File: config.mk
export PLATFORM = sky130hd
export DESIGN_NAME = mem_stage
export DESIGN_NICKNAME = d
export VERILOG_FILES = /design/src/rtl/mem_stage.sv
export SDC_FILE = /design/constraint.sdc
export NUM_CORES = 1
export LEC_CHECK = 0
export CORE_MARGIN = 1.5
export CORE_UTILIZATION = 48
export CTS_CLUSTER_SIZE = 25
export DETAILED_ROUTE_END_ITERATION = 6
export HOLD_SLACK_MARGIN = 0.12
export PLACE_DENSITY = 0.86
export RECOVER_POWER = 50
export SETUP_SLACK_MARGIN = 0.05
export SYNTH_ARGS = -nofsm -noshare
export SYNTH_HDL_FRONTEND = slang
export SYNTH_SLANG_ARGS = --single-unit
File: constraint.sdc
create_clock -name clk -period 3.05 [get_ports clk]
set_input_delay 0.61 -clock clk [delete_from_list [all_inputs] [get_ports clk]]
set_output_delay 0.61 -clock clk [all_outputs]
set_load 0.02 [all_outputs]
File: src/rtl/mem_stage.sv
// mem_stage: memory stage of a five-stage RISC-V pipeline.
//
// Holds the EX/MEM pipeline register and runs loads and stores against a
// variable-latency data memory through a req/ack handshake. It builds store byte
// lanes, sign/zero-extends load data and flags misaligned or malformed accesses.
// It drives the MEM/WB register, exports M-stage forwarding values, and stalls
// the front of the pipeline while an access is outstanding.
//
// Ports
//   clk, rst_n          pipeline clock (rising edge), async active-low reset
//   *_e                 execute-stage control and data (EX/MEM register inputs)
//   dmem_req/we/addr/be/wdata  data memory request side (held until ack)
//   dmem_ack/rdata      data memory completion; rdata valid with ack
//   alu_result_m, rd_m, reg_write_m  forwarding values from the M register
//   mem_stall           freeze F/D/E and the EX/MEM register
//   *_w, misalign_w     MEM/WB register to writeback
//   stall_cnt           saturating count of stalled cycles
module mem_stage #(
  parameter int unsigned DATA_WIDTH    = 32,
  parameter int unsigned ADDRESS_WIDTH = 32
) (
  input  logic                     clk,
  input  logic                     rst_n,
  input  logic                     reg_write_e,
  input  logic                     mem_write_e,
  input  logic [1:0]               res_src_e,
  input  logic [2:0]               funct3_e,
  input  logic [DATA_WIDTH-1:0]    alu_result_e,
  input  logic [DATA_WIDTH-1:0]    write_data_e,
  input  logic [4:0]               rd_e,
  input  logic [ADDRESS_WIDTH-1:0] pc_plus4_e,
  output logic                     dmem_req,
  output logic                     dmem_we,
  output logic [ADDRESS_WIDTH-1:0] dmem_addr,
  output logic [3:0]               dmem_be,
  output logic [DATA_WIDTH-1:0]    dmem_wdata,
  input  logic                     dmem_ack,
  input  logic [DATA_WIDTH-1:0]    dmem_rdata,
  output logic [DATA_WIDTH-1:0]    alu_result_m,
  output logic [4:0]               rd_m,
  output logic                     reg_write_m,
  output logic                     mem_stall,
  output logic                     reg_write_w,
  output logic [1:0]               res_src_w,
  output logic [4:0]               rd_w,
  output logic [DATA_WIDTH-1:0]    alu_result_w,
  output logic [DATA_WIDTH-1:0]    read_data_w,
  output logic [ADDRESS_WIDTH-1:0] pc_plus4_w,
  output logic                     misalign_w,
  output logic [15:0]              stall_cnt
);

  localparam logic [1:0] ResLoad = 2'b01;

  // funct3 encodings for loads (stores share the low two bits for size)
  localparam logic [2:0] F3Lb  = 3'b000;
  localparam logic [2:0] F3Lh  = 3'b001;
  localparam logic [2:0] F3Lbu = 3'b100;
  localparam logic [2:0] F3Lhu = 3'b101;

  typedef enum logic [0:0] {StIdle, StBusy} state_e;

  // Misaligned halfword/word or reserved size encoding.
  function automatic logic f_access_err(input logic [2:0] funct3, input logic [1:0] addr_lo);
    logic err;
    case (funct3)
      3'b001, 3'b101:         err = addr_lo[0];
      3'b010:                 err = (addr_lo != 2'b00);
      3'b011, 3'b110, 3'b111: err = 1'b1;
      default:                err = 1'b0;
    endcase
    return err;
  endfunction

  // EX/MEM register
  logic                     r_reg_write_m;
  logic                     r_mem_write_m;
  logic [1:0]               r_res_src_m;
  logic [2:0]               r_funct3_m;
  logic [DATA_WIDTH-1:0]    r_alu_result_m;
  logic [DATA_WIDTH-1:0]    r_write_data_m;
  logic [4:0]               r_rd_m;
  logic [ADDRESS_WIDTH-1:0] r_pc_plus4_m;

  // MEM/WB register
  logic                     r_reg_write_w;
  logic [1:0]               r_res_src_w;
  logic [4:0]               r_rd_w;
  logic [DATA_WIDTH-1:0]    r_alu_result_w;
  logic [DATA_WIDTH-1:0]    r_read_data_w;
  logic [ADDRESS_WIDTH-1:0] r_pc_plus4_w;
  logic                     r_misalign_w;

  state_e                   r_state;
  logic [15:0]              r_stall_cnt;

  logic                     w_stall;
  logic                     w_mem_op_e;
  logic                     w_start_e;
  logic                     w_load_m;
  logic                     w_mem_op_m;
  logic                     w_err_m;
  logic [3:0]               w_be;
  logic [DATA_WIDTH-1:0]    w_wdata;
  logic [7:0]               w_byte;
  logic [15:0]              w_half;
  logic [DATA_WIDTH-1:0]    w_load_data;

  assign w_mem_op_e = (res_src_e == ResLoad) | mem_write_e;
  // An access starts only for a well-formed memory op; faulting ops never request.
  assign w_start_e  = w_mem_op_e & ~f_access_err(funct3_e, alu_result_e[1:0]);

  assign w_load_m   = (r_res_src_m == ResLoad);
  assign w_mem_op_m = w_load_m | r_mem_write_m;
  assign w_err_m    = w_mem_op_m & f_access_err(r_funct3_m, r_alu_result_m[1:0]);

  assign w_stall    = (r_state == StBusy) & ~dmem_ack;

  // BUSY exactly when M holds a valid, error-free memory op, so every M-load
  // decides the next state and a stall simply holds it.
  always_ff @(posedge clk or negedge rst_n) begin
    if (!rst_n) begin
      r_state <= StIdle;
    end else if (!w_stall) begin
      r_state <= w_start_e ? StBusy : StIdle;
    end
  end

  always_ff @(posedge clk or negedge rst_n) begin
    if (!rst_n) begin
      r_reg_write_m  <= 1'b0;
      r_mem_write_m  <= 1'b0;
      r_res_src_m    <= '0;
      r_funct3_m     <= '0;
      r_alu_result_m <= '0;
      r_write_data_m <= '0;
      r_rd_m         <= '0;
      r_pc_plus4_m   <= '0;
    end else if (!w_stall) begin
      r_reg_write_m  <= reg_write_e;
      r_mem_write_m  <= mem_write_e;
      r_res_src_m    <= res_src_e;
      r_funct3_m     <= funct3_e;
      r_alu_result_m <= alu_result_e;
      r_write_data_m <= write_data_e;
      r_rd_m         <= rd_e;
      r_pc_plus4_m   <= pc_plus4_e;
    end
  end

  // Store lane generation; loads always read the full word.
  always_comb begin
    w_be    = 4'b1111;
    w_wdata = r_write_data_m;
    if (r_mem_write_m) begin
      case (r_funct3_m[1:0])
        2'b00: begin
          w_be    = 4'b0001 << r_alu_result_m[1:0];
          w_wdata = {(DATA_WIDTH / 8){r_write_data_m[7:0]}};
        end
        2'b01: begin
          w_be    = r_alu_result_m[1] ? 4'b1100 : 4'b0011;
          w_wdata = {(DATA_WIDTH / 16){r_write_data_m[15:0]}};
        end
        default: ;
      endcase
    end
  end

  // Load lane select and extension.
  always_comb begin
    case (r_alu_result_m[1:0])
      2'b00:   w_byte = dmem_rdata[7:0];
      2'b01:   w_byte = dmem_rdata[15:8];
      2'b10:   w_byte = dmem_rdata[23:16];
      default: w_byte = dmem_rdata[31:24];
    endcase
    w_half = r_alu_result_m[1] ? dmem_rdata[31:16] : dmem_rdata[15:0];
    case (r_funct3_m)
      F3Lb:    w_load_data = {{(DATA_WIDTH - 8){w_byte[7]}}, w_byte};
      F3Lh:    w_load_data = {{(DATA_WIDTH - 16){w_half[15]}}, w_half};
      F3Lbu:   w_load_data = {{(DATA_WIDTH - 8){1'b0}}, w_byte};
      F3Lhu:   w_load_data = {{(DATA_WIDTH - 16){1'b0}}, w_half};
      default: w_load_data = dmem_rdata;
    endcase
  end

  // MEM/WB: a stall inserts a bubble; otherwise capture M (ack edge for memory ops).
  always_ff @(posedge clk or negedge rst_n) begin
    if (!rst_n) begin
      r_reg_write_w  <= 1'b0;
      r_res_src_w    <= '0;
      r_rd_w         <= '0;
      r_alu_result_w <= '0;
      r_read_data_w  <= '0;
      r_pc_plus4_w   <= '0;
      r_misalign_w   <= 1'b0;
    end else if (w_stall) begin
      r_reg_write_w  <= 1'b0;
      r_res_src_w    <= '0;
      r_rd_w         <= '0;
      r_alu_result_w <= '0;
      r_read_data_w  <= '0;
      r_pc_plus4_w   <= '0;
      r_misalign_w   <= 1'b0;
    end else begin
      r_reg_write_w  <= r_reg_write_m & ~w_err_m;
      r_res_src_w    <= r_res_src_m;
      r_rd_w         <= r_rd_m;
      r_alu_result_w <= r_alu_result_m;
      r_read_data_w  <= (w_load_m & ~w_err_m) ? w_load_data : '0;
      r_pc_plus4_w   <= r_pc_plus4_m;
      r_misalign_w   <= w_err_m;
    end
  end

  always_ff @(posedge clk or negedge rst_n) begin
    if (!rst_n) begin
      r_stall_cnt <= '0;
    end else if (w_stall && (r_stall_cnt != 16'hFFFF)) begin
      r_stall_cnt <= r_stall_cnt + 16'd1;
    end
  end

  // Request side is driven only while BUSY so idle outputs read as zero; the
  // M register is frozen during the access, keeping these stable until ack.
  assign dmem_req     = (r_state == StBusy);
  assign dmem_we      = dmem_req & r_mem_write_m;
  assign dmem_addr    = dmem_req ? {r_alu_result_m[ADDRESS_WIDTH-1:2], 2'b00} : '0;
  assign dmem_be      = dmem_req ? w_be : '0;
  assign dmem_wdata   = (dmem_req & r_mem_write_m) ? w_wdata : '0;

  assign mem_stall    = w_stall;
  assign alu_result_m = r_alu_result_m;
  assign rd_m         = r_rd_m;
  assign reg_write_m  = r_reg_write_m;

  assign reg_write_w  = r_reg_write_w;
  assign res_src_w    = r_res_src_w;
  assign rd_w         = r_rd_w;
  assign alu_result_w = r_alu_result_w;
  assign read_data_w  = r_read_data_w;
  assign pc_plus4_w   = r_pc_plus4_w;
  assign misalign_w   = r_misalign_w;
  assign stall_cnt    = r_stall_cnt;

endmodule
After elaboration in Yosys (flattened, before gate mapping) --
Index checks and enable logic that the tools add are counted.
Operators by class: reduce and logical (&&, ||, !) cells 10, shift-type cells 1, bitwise operators 11, $add $sub $neg 1, mux-type cells 22, eq/ne operators 19
Operators with widths (number):
- $mux W32 | 7
- $pmux W32 S4 | 1
- $pmux W32 S2 | 1
- $pmux W8 S3 | 1
- $eq A3 B3 Y1 const B | 7
- $add A16 B1 Y16 const B | 1
- $mux W16 | 1
- $ne A16 B16 Y1 const B | 1
- $eq A3 B2 Y1 const B | 4
- $mux W4 | 3
- $eq A2 B1 Y1 const B | 4
- $pmux W4 S2 | 1
- $and A1 B1 Y1 | 6
- $eq A3 B1 Y1 const B | 2
- $pmux W1 S3 | 2
- $reduce_or A3 Y1 | 2
- $mux W5 | 1
- $logic_not A2 Y1 | 2
- $reduce_bool A2 Y1 | 2
- $reduce_or A2 Y1 | 2
- $shl A1 B2 Y4 const A | 1
- $logic_not A3 Y1 | 1
- $mux W1 | 3
- $not A1 Y1 | 3
- 4 further kinds | 5
Word-level totals: input bits 143, register bits 230, logic and storage cells 81

Depth between registers and ports, before layout --
Gate-level depths: netlist (run 1).
depth after elaboration 8, gate-level depth with buffers 9, gate-level depth less buffers 5

Worst setup path before layout (run 1) --
No wires, ideal clock.
path type reg-to-output, start register r_alu_result_m[0] (netlist: alu_result_m[0]), end output port dmem_be[2], required time 2.440 ns, path buffers 3, cell stages (with the launch flop) 7, path slack 0.727 ns, data arrival time 1.713 ns, cells stage by stage dfrtp_1 -> buf_4 -> nor2b_1 -> buf_2 -> buf_4 -> nand2b_1 -> a21boi_0
On the way: cells in the longest elaborated chain, start to end 4
RTL lines:
- from (decl) | RTL line 80 | logic [DATA_WIDTH-1:0] r_alu_result_m;
- from (signal assigned) | RTL line 144 | r_alu_result_m <= alu_result_e;
- $shl A1 B2 Y4 | RTL line 158 | w_be = 4'b0001 << r_alu_result_m[1:0];
- $pmux W4 S2 | RTL line 156 | case (r_funct3_m[1:0])
- $mux W4 | RTL line 155 | if (r_mem_write_m) begin
- $mux W4 | RTL line 230 | assign dmem_be = dmem_req ? w_be : '0;
- to (decl) | RTL line 35 | output logic [3:0] dmem_be,
No other way between the ends.

Worst setup path after layout (run 1) --
start register r_funct3_m[1], end output port dmem_wdata[19]
On the way: cells in the longest elaborated chain, start to end 4
RTL lines:
- from (decl) | RTL line 79 | logic [2:0] r_funct3_m;
- from (signal assigned) | RTL line 143 | r_funct3_m <= funct3_e;
- $eq A2 B1 Y1 or $logic_not A2 Y1 (tied branches) | RTL line 156
- $pmux W32 S2 (*) | RTL line 156
- $mux W32 (*) | RTL line 155
- $mux W32 (*) | RTL line 231 | assign dmem_wdata = (dmem_req & r_mem_write_m) ? w_wdata : '0;
- to (decl) | RTL line 36 | output logic [DATA_WIDTH-1:0] dmem_wdata,
Mark *: on every way between the ends. The rest lies on a longest branch, timed or not.

==> summary.json, run 1 <==
{
  "floorplan": {
    "width_of_the_chip_um": 145,
    "core_sq_um": 19600,
    "start_util_pct": 49.2,
    "die-area_sq_um": 21000,
    "design.portCount": 373,
    "std_cell_rows": 51,
    "die_h_um": 145
  },
  "worst_setup_path": {
    "timing.setup.critical_path_class": "flop to output pin",
    "reg2reg_setup_slack_ns": 0.29,
    "rr_startpoint": "r_funct3_m[1]$_DFFE_PN0N_",
    "timing.critical_path.arrival_ns": 2.29,
    "timing.critical_path.from_type": "flop",
    "crit_path_max_incr_delay_ns": 0.64,
    "endpoint_kind": "output pin",
    "worst_r2r_endpoint": "read_data_w[23]$_DFF_PN0_",
    "required_ns": 2.44,
    "cp_cell_sequence": "nor2b_1 > buf_4 > nand2_1 > a21oi_1 > clkdlybuf4s50_1",
    "slowest_stage": "clkdlybuf4s50_1",
    "reg2reg_depth": 5,
    "worst-path-max-fanout": 21
  },
  "timing": {
    "post-route-period-util_pct": 95.1,
    "rsz0062_at_grt": "no",
    "hold_violations_final": 0,
    "fmaxAchievable_mhz": 345,
    "worst_max_slew_pin_slew_ns": 2.26,
    "setup_violation_total_in_the_final_timing_report": 0,
    "layout_skew_ns": 0.00993,
    "finalMaxSlewViolations": 286,
    "min_period_ns": 2.90,
    "setup_tns_ns": 0,
    "holdWs_ns": 0.457,
    "tightest_slew_margin_relative_to_the_limit_pct": -50.5
  },
  "cts": {
    "cts.path.max_buffers": 3,
    "tritoncts_clock_tree": "done",
    "insertion_delay_ns": 0.51,
    "cts_num_sinks": 230,
    "ctsRootBufferMaster": "clkbuf_16",
    "cts-htree-levels": 1,
    "worst_setup_hold_path_clk_slew_ns": 0.06,
    "cts_inserted_buffers": 25
  },
  "status": {
    "result_of_the_run": "finished, violations left",
    "failed_checks": "capacitance limit, slew limit"
  },
  "logic_synthesis": {
    "syn_std_cell_area_sq_um": 9650,
    "synth_top_family_by_area": "simple AND/OR/NAND/NOR gates",
    "synth.top_cells.by_count": "nand2_1 (362), dfrtp_1 (230), and2_1 (102)",
    "share_of_synthesized_cell_area_in_full_adder_half_adder_and_majority_cells_pct": 0.130,
    "yosys_warnings": 0,
    "yosys.cell_count.top_type": "nand2_1",
    "ys_types": 51,
    "synthCells": 1009,
    "synth_top_area_cell": "dfrtp_1",
    "netlist.area_leader.share_pct": 59.7,
    "synth_register_bits": 230,
    "synth-xor-area-share_pct": 0.817,
    "ys_top_cells_by_area": "dfrtp_1 (60%), nand2_1 (14%), and2_1 (6.6%)",
    "synth_enable_flop_cells": 0,
    "synth_simple_gate_area_share_pct": 27.5,
    "post_synth.cell_area_avg_sq_um": 9.56,
    "synth-compound-area-share_pct": 6.29,
    "synth_flop_cell": "dfrtp_1",
    "synthArstFlopShare_pct": 100,
    "synth_mux_area_share_pct": 2.22,
    "synth.yosys.seq_area_share_pct": 59.7
  },
  "hold_path": {
    "whs_path_depth": 2,
    "worstHoldStart": "r_pc_plus4_m[7]$_DFFE_PN0N_",
    "min_path_type": "flop to flop",
    "endpoint_with_the_worst_hold_slack": "r_pc_plus4_m[7]$_DFFE_PN0N_"
  },
  "job": {
    "reported_max_cap_violation_count": 2
  },
  "power": {
    "total_leakage_power_nw": 6.69,
    "vdd_drop_max_mv": 0.414,
    "power_density_normalized_to_cell_area_nw_per_um2": 607
  },
  "grt": {
    "track_usage_pct": 28.0,
    "vias_in_the_first_global_route": 8363,
    "grt_overflow_total": 0,
    "antenna_found_initial": 1,
    "grt_max_degree": 185,
    "global_route_wire_length_before_repair_mm": 45.1
  },
  "drt": {
    "detail_route.first_pass.iterations": 5,
    "route.detailed.wl_per_inst_um": 18.1,
    "ant_nets": 0,
    "route.detailed.vias_per_inst": 5.19,
    "totalWireLength_mm": 29.8,
    "vias": 8547,
    "drt_iter0_drcs": 495,
    "route.detailed.drc": 0
  },
  "place": {
    "hpwlAfterDp_mm": 20.4,
    "buffer_ports.inserted": 370,
    "globalplace.congestion": 0.910
  },
  "cells_and_area": {
    "layout.filler_cells": 1417,
    "fraction_of_final_layout_cells_sized_beyond_drive_strength_1_pct": 6.08,
    "final_core_util_pct": 73.4,
    "fin_nets": 1512,
    "area_growth_syn_to_layout_pct": 49.0
  }
}
[how the worst max path moves through the flow]
stage,cells past startpoint,start,endpoint,slack (ns)
floorplan,6,alu_result_m[0]$_DFFE_PN0N_,dmem_be[2],0.73
global placement,4,dmem_ack,mem_stall,0.35
detailed placement,4,dmem_ack,mem_stall,0.32
CTS,5,r_funct3_m[1]$_DFFE_PN0N_,dmem_wdata[24],0.06
global route,5,r_funct3_m[1]$_DFFE_PN0N_,dmem_wdata[15],0.04
finish,5,r_funct3_m[1]$_DFFE_PN0N_,dmem_wdata[19],0.15
[critical path: cells and delay by family, from the launching register on]
| kind | cells | cell delay (ns) |
|---|---|---|
| buf+inv | 2 | 0.90 |
| flops | 1 | 0.49 |
| simple gates | 2 | 0.23 |
| compound gates | 1 | 0.16 |
[per-stage QoR]
| step | power, mW | instances | setup slack [ns] | area [sq um] |
|---|---|---|---|---|
| floorplan | 4.68 | 1010 | 0.727 | 9650 |
| global placement | 5.77 | 1602 | 0.349 | 13600 |
| detailed placement | 5.83 | 1602 | 0.317 | 13600 |
| CTS | 8.77 | 1644 | 0.0578 | 14400 |
| global route | 9.08 | 1647 | 0.0400 | 14400 |
| finish | 8.73 | 1648 | 0.150 | 14400 |
[state kept, by name, indices dropped and copies added (netlist names)]
register / cells
r_mem_write_m: 1
misalign_w: 1
alu_result_m: 32
reg_write_w: 1
r_pc_plus4_m: 32
r_write_data_m: 32
alu_result_w: 32
res_src_w: 2
r_res_src_m: 2
rd_m: 5
reg_write_m: 1
pc_plus4_w: 32
dmem_req: 1
rd_w: 5
r_funct3_m: 3
stall_cnt: 16
read_data_w: 32
[power breakdown]
part / internal, mW / switching, mW / total [mW]
Sequential: 3.38 / 0.257 / 3.64
Combinational: 1.01 / 1.15 / 2.16
Clock: 1.74 / 1.19 / 2.93
Total: 6.13 / 2.59 / 8.73
[metal layers]
metal / part of all wire, % / vias to the layer above / GRT usage (%) / wire length, um
li1: - / 3936 / - / -
met1: 37 / 4107 / 33.9 / 11100
met2: 51 / 407 / 48.5 / 15100
met3: 8.0 / 97 / 6.32 / 2390
met4: 4.2 / 0 / 11.3 / 1260
met5: 0 / - / 0 / 0
[cell type report]
| class | instances | area, sq um | share of cell area (%) |
|---|---|---|---|
| Clock inverter | 4 | 47.5 | 0.331 |
| Antenna cell | 1 | 2.50 | 0.0174 |
| Multi-Input combinational cell | 708 | 3530 | 24.6 |
| Tap cell | 265 | 332 | 2.31 |
| Timing Repair Buffer | 395 | 3920 | 27.3 |
| Clock buffer | 37 | 741 | 5.15 |
| Sequential cell | 230 | 5760 | 40.1 |
| Inverter | 8 | 35.0 | 0.244 |
[placed cells by master (no fill, tap or decap), types with 3 or more instances in the layout]
cell type,instances
clkbuf_8,7
nand4_1,4
o22ai_1,10
clkbuf_2,3
buf_12,3
a211oi_1,5
nor2b_1,10
buf_4,17
and3_1,10
clkdlybuf4s50_1,362
mux2i_1,9
clkinv_2,3
o22a_1,7
nand2_1,360
nor4_1,5
and2_0,16
nor3_1,10
and2_1,86
xnor2_1,4
xor2_1,5
a31oi_1,7
nand3_1,7
nor2_1,49
a21oi_1,49
dfrtp_1,228
nand2b_1,8
clkbuf_1,7
o21ai_0,8
dlymetal6s2s_1,6
clkbuf_16,25
inv_1,6
mux2_2,9
[cells by family (layout without fill, tap and decap cells)]
logic type / after synthesis / in the layout
AND/OR/NAND/NOR: 580 / 580
flip-flops: 230 / 230
AO/OA/AOI/OAI: 97 / 97
buffers and inverters: 72 / 444
multiplexers: 19 / 19
XOR/XNOR: 9 / 9
adder cells (fa/ha/maj): 1 / 1
other: 1 / 3
[repair_timing]
| action | 4_1_cts | 5_1_grt |
|---|---|---|
| buffers inserted | 1 | 3 |
| gates resized for setup | 4 | 7 |
| endpoints found under the setup margin | 20 | 11 |
| hold buffers | 0 | 0 |
| cloned | 0 | 0 |
Power figures use the tool's default switching activity.
==> run 2, diff against run 1 <==
CORE_ASPECT_RATIO = 1.5   (was unset)
CORE_UTILIZATION = 40   (was 48)
PLACE_DENSITY = 0.76   (was 0.86)
clock period = 2.5 ns   (was 3.05 ns; I/O delays follow)
==> summary.json, run 2 (same netlist as run 1, synthesis figures left out) <==
{
  "timing": {
    "holdWs_ns": 0.457,
    "hold_violations_final": 0,
    "tightest_slew_margin_relative_to_the_limit_pct": 29.9,
    "fmaxAchievable_mhz": 422,
    "setup_violation_total_in_the_final_timing_report": 0,
    "finalMaxSlewViolations": 0,
    "post-route-period-util_pct": 94.8,
    "layout_skew_ns": 0.0143,
    "worst_max_slew_pin_slew_ns": 1.05,
    "rsz0062_at_grt": "no",
    "worst_case_setup_margin_in_the_final_layout_ns": 0.129,
    "min_period_ns": 2.37,
    "setup_tns_ns": 0
  },
  "cts": {
    "worst_setup_hold_path_clk_slew_ns": 0.07,
    "cts.path.max_buffers": 3,
    "postCtsSetupBuffers": 0,
    "ctsRootBufferMaster": "clkbuf_16",
    "cts-htree-levels": 1,
    "cts_inserted_buffers": 22,
    "tritoncts_clock_tree": "done",
    "insertion_delay_ns": 0.51,
    "cts_num_sinks": 230
  },
  "drt": {
    "route.detailed.drc": 0,
    "vias": 8419,
    "route.detailed.vias_per_inst": 4.94,
    "drt_iter0_drcs": 524,
    "totalWireLength_mm": 30.1,
    "route.detailed.wl_per_inst_um": 17.7,
    "ant_nets": 0,
    "detail_route.first_pass.iterations": 6
  },
  "worst_setup_path": {
    "family_with_the_most_delay_on_the_worst_path": "buffers and inverters",
    "timing.setup.critical_path_class": "flop to output pin",
    "worst_r2r_endpoint": "read_data_w[24]$_DFF_PN0_",
    "cp_cell_sequence": "nor2b_2 > buf_12 > nor2_1 > a211oi_1 > clkdlybuf4s15_2",
    "rr_startpoint": "r_funct3_m[1]$_DFFE_PN0N_",
    "endpoint_kind": "output pin",
    "slowest_stage": "dfrtp_1",
    "crit_path_max_incr_delay_ns": 0.42,
    "timing.critical_path.from_type": "flop",
    "reg2reg_depth": 5,
    "timing.critical_path.arrival_ns": 1.87,
    "required_ns": 2.00,
    "timing.critical_path.buf_inv": 2,
    "reg2reg_setup_slack_ns": 0.23,
    "worst-path-max-fanout": 21
  },
  "power": {
    "total_leakage_power_nw": 7.19,
    "power_density_normalized_to_cell_area_nw_per_um2": 770,
    "vdd_drop_max_mv": 0.666,
    "proportion_of_power_drawn_by_the_clock_network_pct": 37.7,
    "swShare_pct": 28.4,
    "seq_power_share_pct": 39.2,
    "switching_power_mw": 3.20,
    "internal-power_mw": 8.06,
    "power.combinational.fraction_pct": 23.1
  },
  "floorplan": {
    "die-area_sq_um": 25100,
    "design.portCount": 373,
    "die_h_um": 193,
    "std_cell_rows": 69,
    "start_util_pct": 40.8,
    "core_sq_um": 23700,
    "width_of_the_chip_um": 130
  },
  "grt": {
    "grt_max_degree": 110,
    "global_route_wire_length_before_repair_mm": 45.4,
    "vias_in_the_first_global_route": 8174,
    "grt_overflow_total": 0,
    "antenna_found_initial": 1,
    "track_usage_pct": 23.6
  },
  "cells_and_area": {
    "final_common_cell": "nand2_1",
    "most-common-layout-cells": "nand2_1 (360), clkdlybuf4s50_1 (301), dfrtp_1 (230)",
    "fin_nets": 1513,
    "area_growth_syn_to_layout_pct": 51.5,
    "regArea_sq_um": 5760,
    "post_layout_nonfiller_instances": 1705,
    "layout.filler_cells": 1985,
    "fraction_of_final_layout_cells_sized_beyond_drive_strength_1_pct": 7.73,
    "multi_input_area_sq_um": 3570
  },
  "place": {
    "buffer_ports.inserted": 370,
    "hpwlAfterDp_mm": 21.4,
    "dp_worst_setup_slack_ns": 0.147,
    "globalplace.congestion": 0.892,
    "dpl.cell_count": 1663
  },
  "hold_path": {
    "endpoint_with_the_worst_hold_slack": "r_pc_plus4_m[29]$_DFFE_PN0N_",
    "whs_path_depth": 2,
    "min_path_type": "flop to flop",
    "worstHoldStart": "r_pc_plus4_m[29]$_DFFE_PN0N_"
  },
  "job": {
    "reported_max_cap_violation_count": 0
  },
  "status": {
    "result_of_the_run": "finished, final reports clean"
  }
}
-- run 2: worst reg2reg max path: cells and delay by family (launching register included) --
kind	cells	cell delay (ns)
AO/OA/AOI/OAI	3	1.00
buffers and inverters	1	0.55
flip-flops	1	0.41
AND/OR/NAND/NOR	1	0.16
-- run 2: power by group through the flow --
stage	Sequential, mW	Clock, mW	Combinational, mW
after floorplan	4.75	0	0.958
after global placement	4.47	0	2.64
after detailed placement	4.48	0	2.68
after CTS	4.41	4.32	2.67
after global routing	4.46	4.46	2.80
final	4.41	4.24	2.60
-- run 2: area by class of cell --
cell class                      instances  area share (%)
Clock buffer                           24            4.03
Inverter                                8           0.214
Multi-Input combinational cell        708            24.4
Clock inverter                         16            2.37
Tap cell                              319            2.73
Timing Repair Buffer                  399            26.8
Antenna cell                            1          0.0171
Sequential cell                       230            39.4
-- run 2: worst max path at each step --
stage                                      from                  endpoint  slack, ns  depth (start not counted)
CTS                   r_funct3_m[1]$_DFFE_PN0N_            dmem_wdata[15]     0.0008                          6
finish                r_funct3_m[1]$_DFFE_PN0N_            dmem_wdata[28]       0.13                          5
global route          r_funct3_m[0]$_DFFE_PN0N_            dmem_wdata[31]       0.05                          6
global placement                       dmem_ack  stall_cnt[4]$_DFFE_PN0P_       0.16                          7
floorplan           alu_result_m[0]$_DFFE_PN0N_                dmem_be[2]       0.29                          6
detailed placement                     dmem_ack  stall_cnt[4]$_DFFE_PN0P_       0.15                          7
-- run 2: metal layers --
layer,GRT usage (%),wire (um),vias up
li1,-,-,3944
met1,27.9,11300,4035
met2,41.8,15600,369
met3,4.58,2090,71
met4,9.36,1130,0
met5,0,0,-
-- run 2: timing repair --
item,CTS,global route
pin swaps,0,0
gates resized for setup,70,52
hold buffers,1,0
endpoints found under the hold margin,70,0
setup endpoints to repair,69,52
-- run 2: through the flow --
stage / utilization [%] / total power [mW] / cell area (sq um)
final: 61.8 / 11.3 / 14600
after global routing: 61.8 / 11.7 / 14600
after CTS: 62.2 / 11.4 / 14700
after detailed placement: 58.2 / 7.15 / 13800
after global placement: 58.2 / 7.11 / 13800
after floorplan: - / 5.70 / 9650
==> patch: new RTL, config.mk and constraints of run 2 <==
`ADDRESS_WIDTH`: 32 -> 28.
--- a/src/rtl/mem_stage.sv
+++ b/src/rtl/mem_stage.sv
@@ -19,3 +19,3 @@
   parameter int unsigned DATA_WIDTH    = 32,
-  parameter int unsigned ADDRESS_WIDTH = 32
+  parameter int unsigned ADDRESS_WIDTH = 28
 ) (
Ports: changed (resized dmem_addr, pc_plus4_e and pc_plus4_w); port bits go from 373 to 361. No check against the original RTL was run, so the function may have changed too.
==> patch against run 2 <==
- the flow now finishes with violations (max-capacitance violations, max-slew violations)
- sequential power down 4%
- total power down 11%
- synthesized cell count down 6.1%
- final cell count down 6.2%
- setup slack worse by 0.043 ns
- area after synthesis down 5.3%
- highest routed layer is now met5
- non-clock buffer count down 7
- largest power group unchanged
- routed wire length down 5.1%
- sequential cell count down 8
- cell area down 5.8%
- core utilization down 0.28 points
==> patch: results (changes against run 2) <==
OUTCOME
----------------------------------------------------------------------------------
Outcome                                                               finished with violations   was finished clean
Failing checks                                                        max-capacitance violations, max-slew violations

TIMING
----------------------------------------------------------------------------------
Max Transition Viols Final                                                      67   was 0

PLACED DESIGN
----------------------------------------------------------------------------------
IO buf count                                                                   358   was 370
GPL Wtd Cong                                                                 0.932   was 0.892
HPWL after detailed placement                                              20.7 mm   was 21.4 mm
Area after DPL                                                         13100 sq um   was 13800 sq um

FINAL LAYOUT
----------------------------------------------------------------------------------
Share of final-layout standard cells stronger than drive strength 1         0.0818   was 0.0773
Non-filler instance count after layout                                        1599   was 1705
Net count, final                                                              1445   was 1513

WORST SETUP PATH
----------------------------------------------------------------------------------
Largest fanout on the critical path                                              7   was 21
Slowest Stage Delay on Critical Path                                       0.45 ns   was 0.42 ns
Worst endpoint data arrival time                                           1.91 ns   was 1.87 ns
Count of cells along the worst register-to-register path                         6   was 5
Endpoint of the worst-slack reg-to-reg timing path                    r_write_data_m[23]   was read_data_w[24]
Worst reg2reg startpoint                                                  dmem_req   was r_funct3_m[1]
Worst path slowest cell                                               sky130_fd_sc_hd__dfrtp_2   was sky130_fd_sc_hd__dfrtp_1

ROUTE
----------------------------------------------------------------------------------
Total number of vias                                                          7972   was 8419
Starting DRC count in detailed routing                                         488   was 524
Total wirelength of the detailed-routed design                             28.6 mm   was 30.1 mm

SYNTH
----------------------------------------------------------------------------------
Register area share after synthesis                                          0.608   was 0.597

GRT
----------------------------------------------------------------------------------
Wire length of the first global-routing pass                               44.0 mm   was 45.4 mm

MIN PATH
----------------------------------------------------------------------------------
Endpoint, Worst Hold                                                  r_pc_plus4_m[11]   was r_pc_plus4_m[29]
Start point of the worst min-delay path                               r_pc_plus4_m[11]   was r_pc_plus4_m[29]

FLOW RUN
----------------------------------------------------------------------------------
Max-cap check violation count                                                    1   was 0

[patch: worst reg2reg max path, cell delays in order (launching register included)]
cell	delay, ns
sky130_fd_sc_hd__dfrtp_1	0.41
sky130_fd_sc_hd__buf_12	0.18
sky130_fd_sc_hd__nand2b_1	0.21
sky130_fd_sc_hd__clkbuf_2	0.66
sky130_fd_sc_hd__clkbuf_4	0.55
sky130_fd_sc_hd__nand2_1	0.16
sky130_fd_sc_hd__nand2_1	0.09
[patch: layout make-up]
type                       count  area (sq um)  share of cell area
clock inverter                 9          86.3             0.00627
antenna                        3          7.51            0.000545
multi-input combinational    655          3290               0.239
sequential                   222          5560               0.404
tap                          276           345              0.0251
inverter                      11          42.5             0.00309
timing repair buffer         392          3790               0.275
clock buffer                  31           646              0.0469
[patch: power breakdown]
group	internal, uW	total, uW	switching (uW)
sequential	3970	4240	268
combinational	1130	2450	1320
clock	1920	3320	1400
[patch: logic make-up (layout without fill, tap and decap cells)]
kind of cell,count (synthesis),in the layout,synth area share
xor gates and xnor gates,15,15,0.0144
adders and majority gates,1,1,0.00137
buffers and inverters,71,443,0.0348
other,1,5,0.000410
and+or+nand+nor,526,526,0.255
muxes,14,14,0.0174
DFF,222,222,0.608
AOI/OAI and AO/OA,97,97,0.0683
[patch: per-stage QoR]
stage | setup WS (ns) | hold WS [ns] | setup TNS, ns
after floorplan | 0.333 | 0.204 | 0
after global placement | 0.149 | 0.440 | 0
after detailed placement | 0.135 | 0.448 | 0
after CTS | -0.0432 | 0.460 | -0.0432
after global routing | 0.0175 | 0.477 | 0
final | 0.0867 | 0.454 | 0
[patch: how the worst max path moves through the flow]
stage	start	end	slack, ns	cells after the start
2_1_floorplan	r_funct3_m[1]	dmem_wdata[24]	0.33	5
3_5_place_dp	r_funct3_m[1]	dmem_wdata[24]	0.13	5
6_report	r_funct3_m[0]	dmem_be[2]	0.09	5
4_1_cts	r_mem_write_m	dmem_we	-0.04	5
3_3_place_gp	r_funct3_m[1]	dmem_wdata[25]	0.15	5
5_1_grt	dmem_req	mem_stall	0.02	4
[patch: layer usage]
layer,share of wire,GRT usage,vias to the layer above
li1,-,-,3740
met1,0.37,0.278,3790
met2,0.51,0.404,332
met3,0.063,0.0471,104
met4,0.056,0.136,6
met5,0.0014,0,-
[patch: what timing repair did]
| action | in CTS | in global routing |
|---|---|---|
| setup endpoints to repair | 64 | 52 |
| hold buffers | 1 | 0 |
| cloned | 0 | 0 |
| buffers inserted | 0 | 1 |
| pin swaps | 0 | 0 |
| resized for setup | 74 | 37 |
| hold endpoints to repair | 61 | 0 |
